--- src/rtl/packet_parser_crc8_if.sv ---
// Read-burst channel and payload byte stream of the packet parser.
// master = parser side, slave = memory/sink side.
interface packet_parser_crc8_if #(
    parameter int ADDR_W = 32
);
    logic [ADDR_W-1:0] araddr;
    logic [3:0]        arlen;
    logic              arvalid;
    logic              arready;
    logic [31:0]       rdata;
    logic              rvalid;
    logic              rlast;
    logic              rready;
    logic [7:0]        out_data;
    logic              out_valid;
    logic              out_last;
    logic              out_ready;

    modport master (
        output araddr, arlen, arvalid, rready, out_data, out_valid, out_last,
        input  arready, rdata, rvalid, rlast, out_ready
    );

    modport slave (
        input  araddr, arlen, arvalid, rready, out_data, out_valid, out_last,
        output arready, rdata, rvalid, rlast, out_ready
    );
endinterface

--- src/rtl/packet_parser_crc8.sv ---
// Packet parser: fetches a packet from memory with at most two read bursts
// (header word, then remaining body words), streams the payload bytes out
// with backpressure and checks them against the stored CRC8 (poly 0x07).
module packet_parser_crc8 #(
    parameter int ADDR_W = 32
) (
    input  logic                  clk,
    input  logic                  reset,
    input  logic                  start,
    input  logic [ADDR_W-1:0]     base_addr,
    output logic                  busy,
    output logic                  done,
    output logic                  crc_err,
    output logic                  len_err,
    output logic [3:0]            pkt_type,
    packet_parser_crc8_if.master  bus
);
    typedef enum logic [2:0] {
        S_IDLE, S_HDR_AR, S_HDR_R, S_EMIT, S_BODY_AR, S_BODY_R, S_DONE
    } state_t;

    state_t            r_state;
    logic [ADDR_W-1:0] r_base;
    logic [ADDR_W-1:0] r_araddr;
    logic [3:0]        r_arlen;
    logic              r_arvalid;
    logic              r_rready;
    logic [3:0]        r_cnt;
    logic [3:0]        r_pkt_type;
    logic [7:0]        r_stored_crc;
    logic [7:0]        r_crc;
    logic [31:0]       r_buf;
    logic [2:0]        r_word;
    logic [4:0]        r_idx;
    logic              r_body_req;
    logic [7:0]        r_out_data;
    logic              r_out_valid;
    logic              r_out_last;
    logic              r_busy;
    logic              r_done;
    logic              r_crc_err;
    logic              r_len_err;

    // One MSB-first CRC8 step over a whole byte.
    function automatic logic [7:0] crc8_byte(input logic [7:0] crc, input logic [7:0] data);
        logic [7:0] c;
        c = crc ^ data;
        for (int b = 0; b < 8; b++) begin
            c = c[7] ? ((c << 1) ^ 8'h07) : (c << 1);
        end
        return c;
    endfunction

    logic [2:0] w_words;          // total words in the packet (1..5)
    logic [4:0] w_next_idx;       // payload index after the current byte
    logic [4:0] w_next_pos;       // packet byte position of that next byte
    logic [4:0] w_cur_pos;        // packet byte position of the current byte
    logic [7:0] w_crc_next;
    logic       w_body_last_beat;

    assign w_words          = 3'(({1'b0, r_cnt} + 5'd6) >> 2);
    assign w_next_idx       = r_idx + 5'd1;
    assign w_next_pos       = w_next_idx + 5'd2;
    assign w_cur_pos        = r_idx + 5'd2;
    assign w_crc_next       = crc8_byte(r_crc, r_out_data);
    assign w_body_last_beat = ((r_word + 3'd1) == (w_words - 3'd1));

    assign bus.araddr    = r_araddr;
    assign bus.arlen     = r_arlen;
    assign bus.arvalid   = r_arvalid;
    assign bus.rready    = r_rready;
    assign bus.out_data  = r_out_data;
    assign bus.out_valid = r_out_valid;
    assign bus.out_last  = r_out_last;
    assign busy          = r_busy;
    assign done          = r_done;
    assign crc_err       = r_crc_err;
    assign len_err       = r_len_err;
    assign pkt_type      = r_pkt_type;

    // Control FSM; every output is registered and changes only on state transitions
    // or handshakes, so address/data stay stable while waiting on the other side.
    always_ff @(posedge clk) begin
        if (reset) begin
            r_state      <= S_IDLE;
            r_base       <= '0;
            r_araddr     <= '0;
            r_arlen      <= '0;
            r_arvalid    <= 1'b0;
            r_rready     <= 1'b0;
            r_cnt        <= '0;
            r_pkt_type   <= '0;
            r_stored_crc <= '0;
            r_crc        <= '0;
            r_buf        <= '0;
            r_word       <= '0;
            r_idx        <= '0;
            r_body_req   <= 1'b0;
            r_out_data   <= '0;
            r_out_valid  <= 1'b0;
            r_out_last   <= 1'b0;
            r_busy       <= 1'b0;
            r_done       <= 1'b0;
            r_crc_err    <= 1'b0;
            r_len_err    <= 1'b0;
        end else begin
            r_done <= 1'b0;
            case (r_state)
                S_IDLE: begin
                    if (start) begin
                        r_base    <= {base_addr[ADDR_W-1:2], 2'b00};
                        r_araddr  <= {base_addr[ADDR_W-1:2], 2'b00};
                        r_arlen   <= 4'd0;
                        r_arvalid <= 1'b1;
                        r_busy    <= 1'b1;
                        r_crc_err <= 1'b0;
                        r_len_err <= 1'b0;
                        r_crc     <= 8'h00;
                        r_state   <= S_HDR_AR;
                    end
                end
                S_HDR_AR: begin
                    if (bus.arready) begin
                        r_arvalid <= 1'b0;
                        r_rready  <= 1'b1;
                        r_state   <= S_HDR_R;
                    end
                end
                S_HDR_R: begin
                    if (bus.rvalid) begin
                        // Header word: byte 0 header, byte 1 CRC, lanes 2/3 first payload.
                        r_rready     <= 1'b0;
                        r_cnt        <= bus.rdata[3:0];
                        r_pkt_type   <= bus.rdata[7:4];
                        r_stored_crc <= bus.rdata[15:8];
                        r_buf        <= bus.rdata;
                        r_word       <= 3'd0;
                        r_idx        <= 5'd0;
                        r_body_req   <= 1'b0;
                        r_len_err    <= r_len_err | ~bus.rlast;
                        r_out_valid  <= 1'b1;
                        r_out_data   <= bus.rdata[23:16];
                        r_out_last   <= (bus.rdata[3:0] == 4'd0);
                        r_state      <= S_EMIT;
                    end
                end
                S_EMIT: begin
                    if (r_out_valid && bus.out_ready) begin
                        r_crc <= w_crc_next;
                        r_idx <= w_next_idx;
                        if (r_out_last) begin
                            r_out_valid <= 1'b0;
                            r_out_last  <= 1'b0;
                            r_busy      <= 1'b0;
                            r_done      <= 1'b1;
                            r_crc_err   <= (w_crc_next != r_stored_crc);
                            r_state     <= S_DONE;
                        end else if (w_next_pos[4:2] == r_word) begin
                            r_out_data <= r_buf[{w_next_pos[1:0], 3'b000} +: 8];
                            r_out_last <= (w_next_idx == {1'b0, r_cnt});
                        end else begin
                            // Buffered word exhausted: fetch the next body word.
                            r_out_valid <= 1'b0;
                            if (r_body_req) begin
                                r_rready <= 1'b1;
                                r_state  <= S_BODY_R;
                            end else begin
                                r_araddr  <= r_base + ADDR_W'(4);
                                r_arlen   <= {1'b0, w_words} - 4'd2;
                                r_arvalid <= 1'b1;
                                r_state   <= S_BODY_AR;
                            end
                        end
                    end
                end
                S_BODY_AR: begin
                    if (bus.arready) begin
                        r_arvalid  <= 1'b0;
                        r_body_req <= 1'b1;
                        r_rready   <= 1'b1;
                        r_state    <= S_BODY_R;
                    end
                end
                S_BODY_R: begin
                    if (bus.rvalid) begin
                        r_rready    <= 1'b0;
                        r_buf       <= bus.rdata;
                        r_word      <= r_word + 3'd1;
                        r_len_err   <= r_len_err | (bus.rlast != w_body_last_beat);
                        r_out_valid <= 1'b1;
                        r_out_data  <= bus.rdata[{w_cur_pos[1:0], 3'b000} +: 8];
                        r_out_last  <= (r_idx == {1'b0, r_cnt});
                        r_state     <= S_EMIT;
                    end
                end
                S_DONE: begin
                    r_state <= S_IDLE;
                end
                default: begin
                    r_state <= S_IDLE;
                end
            endcase
        end
    end
endmodule
--- src/flat_wrapper.sv ---
// flat-port wrapper written by rule: the top's interface ports become plain ports
module packet_parser_crc8_flat 
#(
    parameter int ADDR_W = 32
)
  (clk, reset, start, base_addr, busy, done, crc_err, len_err, pkt_type, bus_araddr, bus_arlen, bus_arvalid, bus_rready, bus_out_data, bus_out_valid, bus_out_last, bus_arready, bus_rdata, bus_rvalid, bus_rlast, bus_out_ready);
  packet_parser_crc8_if #(.ADDR_W(ADDR_W)) bus_i ();
  input  logic clk;
  input  logic reset;
  input  logic start;
  input  logic [ADDR_W-1:0] base_addr;
  output logic busy;
  output logic done;
  output logic crc_err;
  output logic len_err;
  output logic [3:0] pkt_type;
  output wire logic [$bits(bus_i.araddr)-1:0] bus_araddr;
  output wire logic [$bits(bus_i.arlen)-1:0] bus_arlen;
  output wire logic [$bits(bus_i.arvalid)-1:0] bus_arvalid;
  output wire logic [$bits(bus_i.rready)-1:0] bus_rready;
  output wire logic [$bits(bus_i.out_data)-1:0] bus_out_data;
  output wire logic [$bits(bus_i.out_valid)-1:0] bus_out_valid;
  output wire logic [$bits(bus_i.out_last)-1:0] bus_out_last;
  input wire logic [$bits(bus_i.arready)-1:0] bus_arready;
  input wire logic [$bits(bus_i.rdata)-1:0] bus_rdata;
  input wire logic [$bits(bus_i.rvalid)-1:0] bus_rvalid;
  input wire logic [$bits(bus_i.rlast)-1:0] bus_rlast;
  input wire logic [$bits(bus_i.out_ready)-1:0] bus_out_ready;
  assign bus_araddr = bus_i.araddr;
  assign bus_arlen = bus_i.arlen;
  assign bus_arvalid = bus_i.arvalid;
  assign bus_rready = bus_i.rready;
  assign bus_out_data = bus_i.out_data;
  assign bus_out_valid = bus_i.out_valid;
  assign bus_out_last = bus_i.out_last;
  assign bus_i.arready = bus_arready;
  assign bus_i.rdata = bus_rdata;
  assign bus_i.rvalid = bus_rvalid;
  assign bus_i.rlast = bus_rlast;
  assign bus_i.out_ready = bus_out_ready;
  packet_parser_crc8 #(.ADDR_W(ADDR_W)) u_core (.clk(clk), .reset(reset), .start(start), .base_addr(base_addr), .busy(busy), .done(done), .crc_err(crc_err), .len_err(len_err), .pkt_type(pkt_type), .bus(bus_i));
endmodule
--- config.mk ---
export PLATFORM = sky130hd
export DESIGN_NAME = packet_parser_crc8_flat
export DESIGN_NICKNAME = d
export VERILOG_FILES = /design/src/rtl/packet_parser_crc8_if.sv /design/src/rtl/packet_parser_crc8.sv /design/src/flat_wrapper.sv
export SDC_FILE = /design/constraint.sdc
export NUM_CORES = 1
export LEC_CHECK = 0
export CAP_MARGIN = 30
export CORE_MARGIN = 2
export CORE_UTILIZATION = 50
export DETAILED_ROUTE_END_ITERATION = 10
export MAX_ROUTING_LAYER = met4
export PLACE_DENSITY = 0.76
export SYNTH_ARGS = -nofsm -noshare
export SYNTH_HDL_FRONTEND = slang
export SYNTH_SLANG_ARGS = --single-unit
--- constraint.sdc ---
create_clock -name clk -period 3.1 [get_ports clk]
set_input_delay 0.62 -clock clk [delete_from_list [all_inputs] [get_ports clk]]
set_output_delay 0.62 -clock clk [all_outputs]
set_load 0.005 [all_outputs]
==> impl_metrics.yaml <==
critical_path:
  crit_family: "simple AND/OR/NAND/NOR gates"
  reg2reg_slack_ns: 0.38
  start_kind: "flop"
  max_stage_delay_ns: 0.52
  timing.critical_path.buf_inv: 1
  crit_chain: "ha_1 -> xor2_1 -> ha_1 -> xnor3_1 -> xor2_1 -> nor2_4 -> inv_2 -> or3_4 -> or4_1 -> a21oi_1"
  slowest_stage: "or4_1"
  critPathKind: "flop to flop"
  cp.arrival_ns: 3.08
  crit_path_end_kind: "flop"
  cp_data_required_time_ns: 3.46
  path_max_fanout: 6
sta:
  worstMarginPinSlew_ns: 0.670
  hold_viol: 0
  fin_crit_sh: 0.877
  drv_slew: 0
  setup_viol: 0
  timing.fmax_ghz: 0.368
  rsz0062_at_grt: "no"
  fin_setup_tns_ns: 0
  min_period_ns: 2.72
  relSlewSlack: 0.554
  fin_worst_skew_ns: 0.00754
global_route:
  grt_pass1_wl_mm: 32.9
  grt_overflow: 0
  grt_use_total: 0.257
  grt_pass1_vias: 6620
  grt_max_degree: 80
  antenna_found_initial: 0
clock_network:
  htree_levels: 4
  numCtsBuffers: 17
  cts-root-buf: "clkbuf_16"
  clkLatencyLatePin_ns: 0.43
  post_cts_buffers: 0
  cts.clk_slew.worst_paths_ns: 0.06
  cts_tree: "built"
  cts-hold-fix-buffers: 0
  clockBufferDepth: 2
  cts_sinks: 148
  cts_resized: 0
routing:
  via_per_inst: 5.67
  dr_total_vias: 7147
  ant_nets: 0
  drt-initial-drc-count: 659
  wirelength_mm: 20.1
  wire_per_inst_um: 15.9
  drc_errors: 0
  firstDrtPassIters: 5
placement:
  port_buffers: 122
  numPlacedInstances: 1228
  place_hpwl_mm: 13.7
  place_congestion: 0.891
flow_run:
  cap_violations: 0
logic_synthesis:
  syn_area_per_cell_um2: 7.99
  syn-instance-count: 962
  synth_edf_count: 0
  ys.flop_type: "dfxtp_1"
  seq_area_frac_synth: 0.386
  yosysWarnings: 0
  syn_area_mm2: 0.00768
  synth-seq-cells: 148
  synth_cell_types: 62
  async_flop_share: 0
pwr:
  power_mw: 5.33
  leakage_nw: 3.40
  irDropWorstVdd_uv: 402
  power_density_mw_per_mm2: 546
run_status:
  status: "complete, no violations"
floorplanning:
  io_pins: 127
  fp.dieW_um: 128
  coreArea_mm2: 0.0151
  std_cell_rows: 45
  dieArea_mm2: 0.0164
  dieHeight_um: 128
  start_util: 0.509
min_path:
  hold_class: "flop to flop"
final_layout:
  syn2layout_area_growth_pct: 27.0
  finalNetCount: 1137
  layout.cells.non_filler: 1260
  insertedDiodeCount: 0
  multiInputGateArea_mm2: 0.00442
  fillers: 1263
  layout-drive-gt1-share: 0.0830
  seqCellArea_mm2: 0.00296
state kept, by name (all words and copies together), names as in the netlist:
register              cells
u_core.pkt_type           4
u_core.len_err            1
u_core.busy               1
u_core.bus.out_valid      1
u_core.bus.rready         1
u_core.bus.arlen          4
u_core.r_cnt              4
u_core.r_idx              5
u_core.r_buf             32
u_core.r_word             3
u_core.crc_err            1
u_core.r_base            30
u_core.r_crc              8
u_core.bus.out_last       1
u_core.bus.out_data       8
u_core.bus.arvalid        1
u_core.r_body_req         1
u_core.r_state            3
u_core.bus.araddr        30
u_core.done               1
u_core.r_stored_crc       8
synthesized netlist by cell type (all sizes together) (2+ instances only):
cell type  count  area share
o41ai          7      0.0080
a21oi        101       0.066
a32oi          3      0.0034
ha             7       0.011
nor4b          2      0.0039
and3b          2      0.0023
nand3         24       0.016
nand2b        23       0.019
or3            3      0.0031
a22oi         11       0.011
a311oi        11       0.013
o21a           3      0.0029
clkbuf        57       0.028
a311o          2      0.0026
a211oi        23       0.022
nand2        200       0.098
a21o           3      0.0029
nand4          8      0.0065
nor2          85       0.043
nand3b         6      0.0059
buf           14      0.0098
mux2           2      0.0029
xor2          33       0.038
dfxtp        148        0.39
inv            8      0.0039
nor3b          3      0.0029
and2           2      0.0016
o31ai          2      0.0020
a22o           2      0.0023
nand4b         8      0.0091
xnor2         44       0.050
and3           5      0.0041
nor4           3      0.0033
mux4          16       0.047
o21ai         53       0.035
or4            2      0.0020
nor2b          2      0.0016
mux2i          3      0.0039
nor3          14      0.0091
o2bb2ai        2      0.0023
a31oi          4      0.0033
o31a           2      0.0023
layout by cell type (no fill, tap or decap), drive strengths merged, types with 3 or more instances in the layout:
| cell | netlist | layout |
|---|---|---|
| nand4 | 8 | 8 |
| a211oi | 23 | 23 |
| a311oi | 11 | 11 |
| or3 | 3 | 3 |
| nor4 | 3 | 3 |
| a31oi | 4 | 4 |
| buf | 14 | 27 |
| nor3 | 14 | 14 |
| mux2i | 3 | 3 |
| and3 | 5 | 5 |
| mux4 | 16 | 16 |
| bufinv | 0 | 5 |
| xnor2 | 44 | 44 |
| nand2 | 200 | 200 |
| a22oi | 11 | 11 |
| a21oi | 101 | 101 |
| inv | 8 | 13 |
| nand3b | 6 | 6 |
| nand2b | 23 | 23 |
| nand4b | 8 | 8 |
| xor2 | 33 | 33 |
| ha | 7 | 7 |
| nor2 | 85 | 85 |
| clkinvlp | 0 | 3 |
| o21a | 3 | 3 |
| dfxtp | 148 | 148 |
| o41ai | 7 | 7 |
| clkdlybuf4s50 | 0 | 121 |
| o21ai | 53 | 53 |
| clkbuf | 57 | 18 |
| nand3 | 24 | 24 |
| a21o | 3 | 3 |
| a32oi | 3 | 3 |
| nor3b | 3 | 3 |
power breakdown:
part           switching [mW]  total, mW  internal (mW)
Clock                   0.850       2.31           1.46
Combinational           0.445      0.872          0.427
Sequential              0.115       2.14           2.03
Total                    1.41       5.33           3.92
worst min-delay path, delay by kind of cell, from the launching register on:
kind | cells | cell delay (ns)
simple gates | 1 | 0.05
flops | 1 | 0.31
compound gates | 1 | 0.05
worst paths after layout:
path	depth (start not counted)	to	start
setup reg to reg	10	u_core.bus.out_last	u_core.r_idx[0]
hold / removal	2	u_core.r_buf[28]	u_core.r_buf[28]
hold reg to reg	2	u_core.r_buf[28]	u_core.r_buf[28]
setup / recovery	10	u_core.bus.out_last	u_core.r_idx[0]
routing by layer:
| layer | wire length [um] | GRT usage |
|---|---|---|
| met5 | 0 | - |
| met3 | 1300 | 0.0518 |
| met2 | 9310 | 0.402 |
| met4 | 310 | 0.0692 |
| met1 | 9170 | 0.342 |
area by class of cell:
cell class                      instances  share of cell area
Clock buffer                           18              0.0450
Clock inverter                         14              0.0227
Multi-Input combinational cell        736               0.453
Sequential cell                       148               0.304
Tap cell                              188              0.0241
Timing Repair Buffer                  148               0.149
Inverter                                8             0.00308
per-stage QoR:
step / area (um2) / setup WS [ns] / util / hold slack (ns)
after floorplan: 7690 / 0.520 / - / 0.433
after global placement: 9100 / 0.506 / 0.603 / 0.440
after detailed placement: 9100 / 0.442 / 0.603 / 0.447
after CTS: 9760 / 0.395 / 0.647 / 0.455
after global routing: 9760 / 0.231 / 0.647 / 0.475
final: 9760 / 0.380 / 0.647 / 0.456
cells by family after synthesis:
logic type      Yosys count  share of synthesized area
simple gates            394                      0.232
compound gates          234                      0.184
xor+xnor                 78                     0.0907
fa+ha+maj                 7                     0.0114
mux                      21                     0.0537
flops                   148                      0.386
buf+inv                  79                     0.0417
other cells               1                   0.000488
No activity file was read; power rests on OpenSTA's default activity.
==> patch 1 (same settings) <==
`ADDR_W` is set to 32 in 3 places; all go to 64.
--- a/src/rtl/packet_parser_crc8_if.sv
+++ b/src/rtl/packet_parser_crc8_if.sv
@@ -1,7 +1,7 @@
 // Read-burst channel and payload byte stream of the packet parser.
 // master = parser side, slave = memory/sink side.
 interface packet_parser_crc8_if #(
-    parameter int ADDR_W = 32
+    parameter int ADDR_W = 64
 );
     logic [ADDR_W-1:0] araddr;
     logic [3:0]        arlen;
--- a/src/rtl/packet_parser_crc8.sv
+++ b/src/rtl/packet_parser_crc8.sv
@@ -2,7 +2,7 @@
 // (header word, then remaining body words), streams the payload bytes out
 // with backpressure and checks them against the stored CRC8 (poly 0x07).
 module packet_parser_crc8 #(
-    parameter int ADDR_W = 32
+    parameter int ADDR_W = 64
 ) (
     input  logic                  clk,
     input  logic                  reset,
--- a/src/flat_wrapper.sv
+++ b/src/flat_wrapper.sv
@@ -1,7 +1,7 @@
 // flat-port wrapper written by rule: the top's interface ports become plain ports
 module packet_parser_crc8_flat 
 #(
-    parameter int ADDR_W = 32
+    parameter int ADDR_W = 64
 )
   (clk, reset, start, base_addr, busy, done, crc_err, len_err, pkt_type, bus_araddr, bus_arlen, bus_arvalid, bus_rready, bus_out_data, bus_out_valid, bus_out_last, bus_arready, bus_rdata, bus_rvalid, bus_rlast, bus_out_ready);
   packet_parser_crc8_if #(.ADDR_W(ADDR_W)) bus_i ();
Interface: changed (resized base_addr and bus_araddr); port bits go from 127 to 191. The function was not compared with the original's and may differ.
==> patch 1 against the unedited design <==
- setup slack worse by 0.22 ns
- highest routed layer unchanged
- first-iteration DRC count up 3.2%
- sequential share of layout area up 0.90 points
- design area up 39%
- sequential cell count up 64
- sequential power up 60%
- area after synthesis up 39%
- clock skew up 0.0045 ns
- combinational power rose to 2.6 times the old value
- wire length up 55%
- count of clock-buffer cells in the layout up 17
- power up 61%
- die area up 38%
==> patch 1: results (changes against the unedited design) <==
status:
  status: "complete, no violations"
global_routing:
  track_usage_pct: 27.98  # +2.3 points
  grt_pass1_vias: 9888  # +49%
  grt_use_met2_pct: 44.79  # +4.6 points
  grt_util_met1_pct: 35.20  # +0.99 points
  grt_pass1_wl_um: 49950  # +52%
  grt_max_degree: 78  # -2.5%
  grt_antenna_before_repair: 2  # +2
  met3_usage_pct: 5.732  # +0.56 points
place:
  routabilityCongestion: 0.8780  # -1.4%
  placedInstanceArea_um2: 12770  # +40%
  portBuffers: 186  # +52%
  dp.cells: 1746  # +42%
  hpwl_um: 21270  # +56%
synth:
  syn_avg_cell_area_um2: 7.892  # -1.2%
  yosys-top-cells-area: "dfxtp_1 40%, nand2_1 13%, a21oi_1 8.6%"
  synth_common_cells: "357 x nand2_1, 212 x dfxtp_1, 184 x a21oi_1"
  synth_cell_types: 63  # +1.6%
pwr:
  p_leak_nw: 4.612  # +36%
  switching_power_w: 0.002700  # +91%
  p_seq_share_pct: 40.0  # -0.3 points
  ir_drop_mv: 0.5372  # +33%
  p_clk_w: 0.00288  # +25%
setup_path:
  crit_slowest_cell: "o41a_1"
  cp_max_fo: 16  # +10
  cp-startpoint: "u_core.r_idx[1]"
  cp_top_family: "compound AO/OA/AOI/OAI gates"
  reg2reg_depth: 11  # +1
  cp.arrival_ns: 3.35  # +0.27 ns
layout:
  layout.comb_gates.multi_input: 1031  # +40%
  fillers: 1844  # +46%
  seq_share_pct: 31.26  # +0.90 points
  clock_area_share_pct: 5.916  # -0.85 points
  nets: 1607  # +41%
  clkbuf_count: 35  # +17
  drive_gt1_share_pct: 7.133  # -1.2 points
  signal_buffers: 216  # +46%
  n_all_inverters: 12  # +4
  multi_input_area_um2: 6022  # +36%
  non_clock_buffer_area_share_pct: 15.57  # +0.69 points
detailed_routing:
  drt_iter0_drc: 680  # +3.2%
  avgRoutedWirePerCell_um: 17.43  # +9.4%
  met1_length_um: 13170  # +44%
  wl_met2_um: 14510  # +56%
  first_pass_iters: 7  # +2
  met3_length_um: 2570  # +98%
  vias: 10332  # +45%
clocking:
  h-tree-depth: 1  # -3
  clk_latency_ns: 0.51  # +0.08 ns
  cts_buffer_depth: 3  # +1
  cts-buffers-inserted: 24  # +7
die:
  die_area_um2: 22530  # +38%
timing:
  slew_headroom_pct: 49.75  # -5.6 points
  clock_skew_ns: 0.01207  # +0.004526 ns
## patch 1: worst paths after layout
kind                       endpoint  slack (ns)
max          u_core.bus.out_data[3]        0.16
min           u_core.bus.araddr[44]        0.45
max reg2reg  u_core.bus.out_data[3]        0.16
min reg2reg   u_core.bus.araddr[44]        0.45
## patch 1: stage by stage
stage	power (W)	util (%)	setup slack, ns
global placement	0.005685	60.92	0.2058
floorplan	0.004753	-	0.3918
finish	0.008577	64.79	0.1584
detailed placement	0.005723	60.92	0.1094
CTS	0.008622	64.75	0.08196
global route	0.009012	64.79	0.01830
## patch 1: cells by family after synthesis
kind of cell | Yosys count | share of synthesized area [%]
and+or+nand+nor | 581 | 24.86
DFF | 212 | 39.77
adders and majority gates | 7 | 0.8208
AOI/OAI and AO/OA | 316 | 18.06
buffers and inverters | 110 | 4.057
other | 1 | 0.03514
muxes | 21 | 3.858
xor gates and xnor gates | 104 | 8.537
==> patch 2 (same flow settings) <==
Without the edit above. Put one more register stage on the output `len_err`. The value now appears one clock later. The other outputs are not delayed to match.
--- a/src/rtl/packet_parser_crc8.sv
+++ b/src/rtl/packet_parser_crc8.sv
@@ -75,7 +75,9 @@
     assign busy          = r_busy;
     assign done          = r_done;
     assign crc_err       = r_crc_err;
-    assign len_err       = r_len_err;
+    always_ff @(posedge clk) begin
+        len_err <= r_len_err;
+    end
     assign pkt_type      = r_pkt_type;
 
     // Control FSM; every output is registered and changes only on state transitions
Formal check against the unedited RTL: not equivalent (a bounded check fails within 4 cycles, from zero or initial values and one cycle with reset high).
==> patch 2 against the unedited design <==
- sequential cell count is 1 higher
- power decreased by 3.8%
- setup slack improved by 0.0060 ns
- global-route usage up 0.18 points
- area after synthesis increased by 0.26%
- wire length increased by 1.3%
- design area is 0.18% higher
- clock skew is 0.00056 ns higher
==> patch 2: results (changes against the unedited design) <==
global_routing:
  grt_util_met1_pct: 33.28  # -0.92 points
  track_usage_pct: 25.90  # +0.18 points
  grt_use_met2_pct: 41.15  # +0.91 points
  grt_pass1_vias: 6615  # -0.076%
  grt_pass1_wl_um: 33040  # +0.51%
detailed_routing:
  avgRoutedWirePerCell_um: 16.04  # +0.62%
  wl_met2_um: 9553  # +2.6%
  met3_length_um: 980  # -24%
  met1_length_um: 9341  # +1.9%
timing:
  clock_skew_ns: 0.008108  # +0.0005640 ns
  slew_headroom_pct: 55.27  # -0.093 points
  min_period_over_period_pct: 87.55  # -0.19 points
place:
  hpwl_um: 13800  # +1.1%
  routabilityCongestion: 0.8945  # +0.44%
  pre_cts_ws_ns: 0.4273  # -0.01477 ns
synth:
  syn_avg_cell_area_um2: 8.001  # +0.16%
  synthAdderAreaFrac_pct: 1.137  # -0.0030 points
  synth_common_cells: "200 x nand2_1, 149 x dfxtp_1, 101 x a21oi_1"
  synthXorXnorAreaFrac_pct: 9.045  # -0.024 points
  synth_compound_area_share_pct: 18.38  # -0.048 points
  yosys-top-cells-area: "dfxtp_1 39%, nand2_1 9.7%, a21oi_1 6.6%"
pwr:
  p_clk_w: 0.00209  # -9.5%
  p_leak_nw: 3.425  # +0.65%
  ir_drop_mv: 0.3729  # -7.3%
status:
  status: "complete, no violations"
setup_path:
  cp.arrival_ns: 3.07  # about the same
layout:
  drive_gt1_share_pct: 8.889  # +0.59 points
[patch 2: cell count changes after synthesis, sizes merged]
cell   delta
dfxtp     +1
[patch 2: worst max-delay path, delay by kind of cell, from the launching register on]
kind,cells,cell delay [ns]
buffers and inverters,1,0.07
adders and majority gates,2,0.45
xor gates and xnor gates,3,0.59
and+or+nand+nor,3,1.02
AOI/OAI and AO/OA,1,0.17
DFF,1,0.34
[patch 2: layout make-up]
type | count | area (um^2)
fill | 1286 | 5369
timing repair buffer | 155 | 1516
inverter | 8 | 30.03
clock buffer | 17 | 425.4
sequential | 149 | 2983
clock inverter | 15 | 167.7
multi-input combinational | 736 | 4419
tap | 188 | 235.2
[patch 2: logic make-up after synthesis]
group                      after synthesis
DFF                                    149
muxes                                   21
buffers and inverters                   79
and+or+nand+nor                        394
adders and majority gates                7
AOI/OAI and AO/OA                      234
other                                    1
xor gates and xnor gates                78
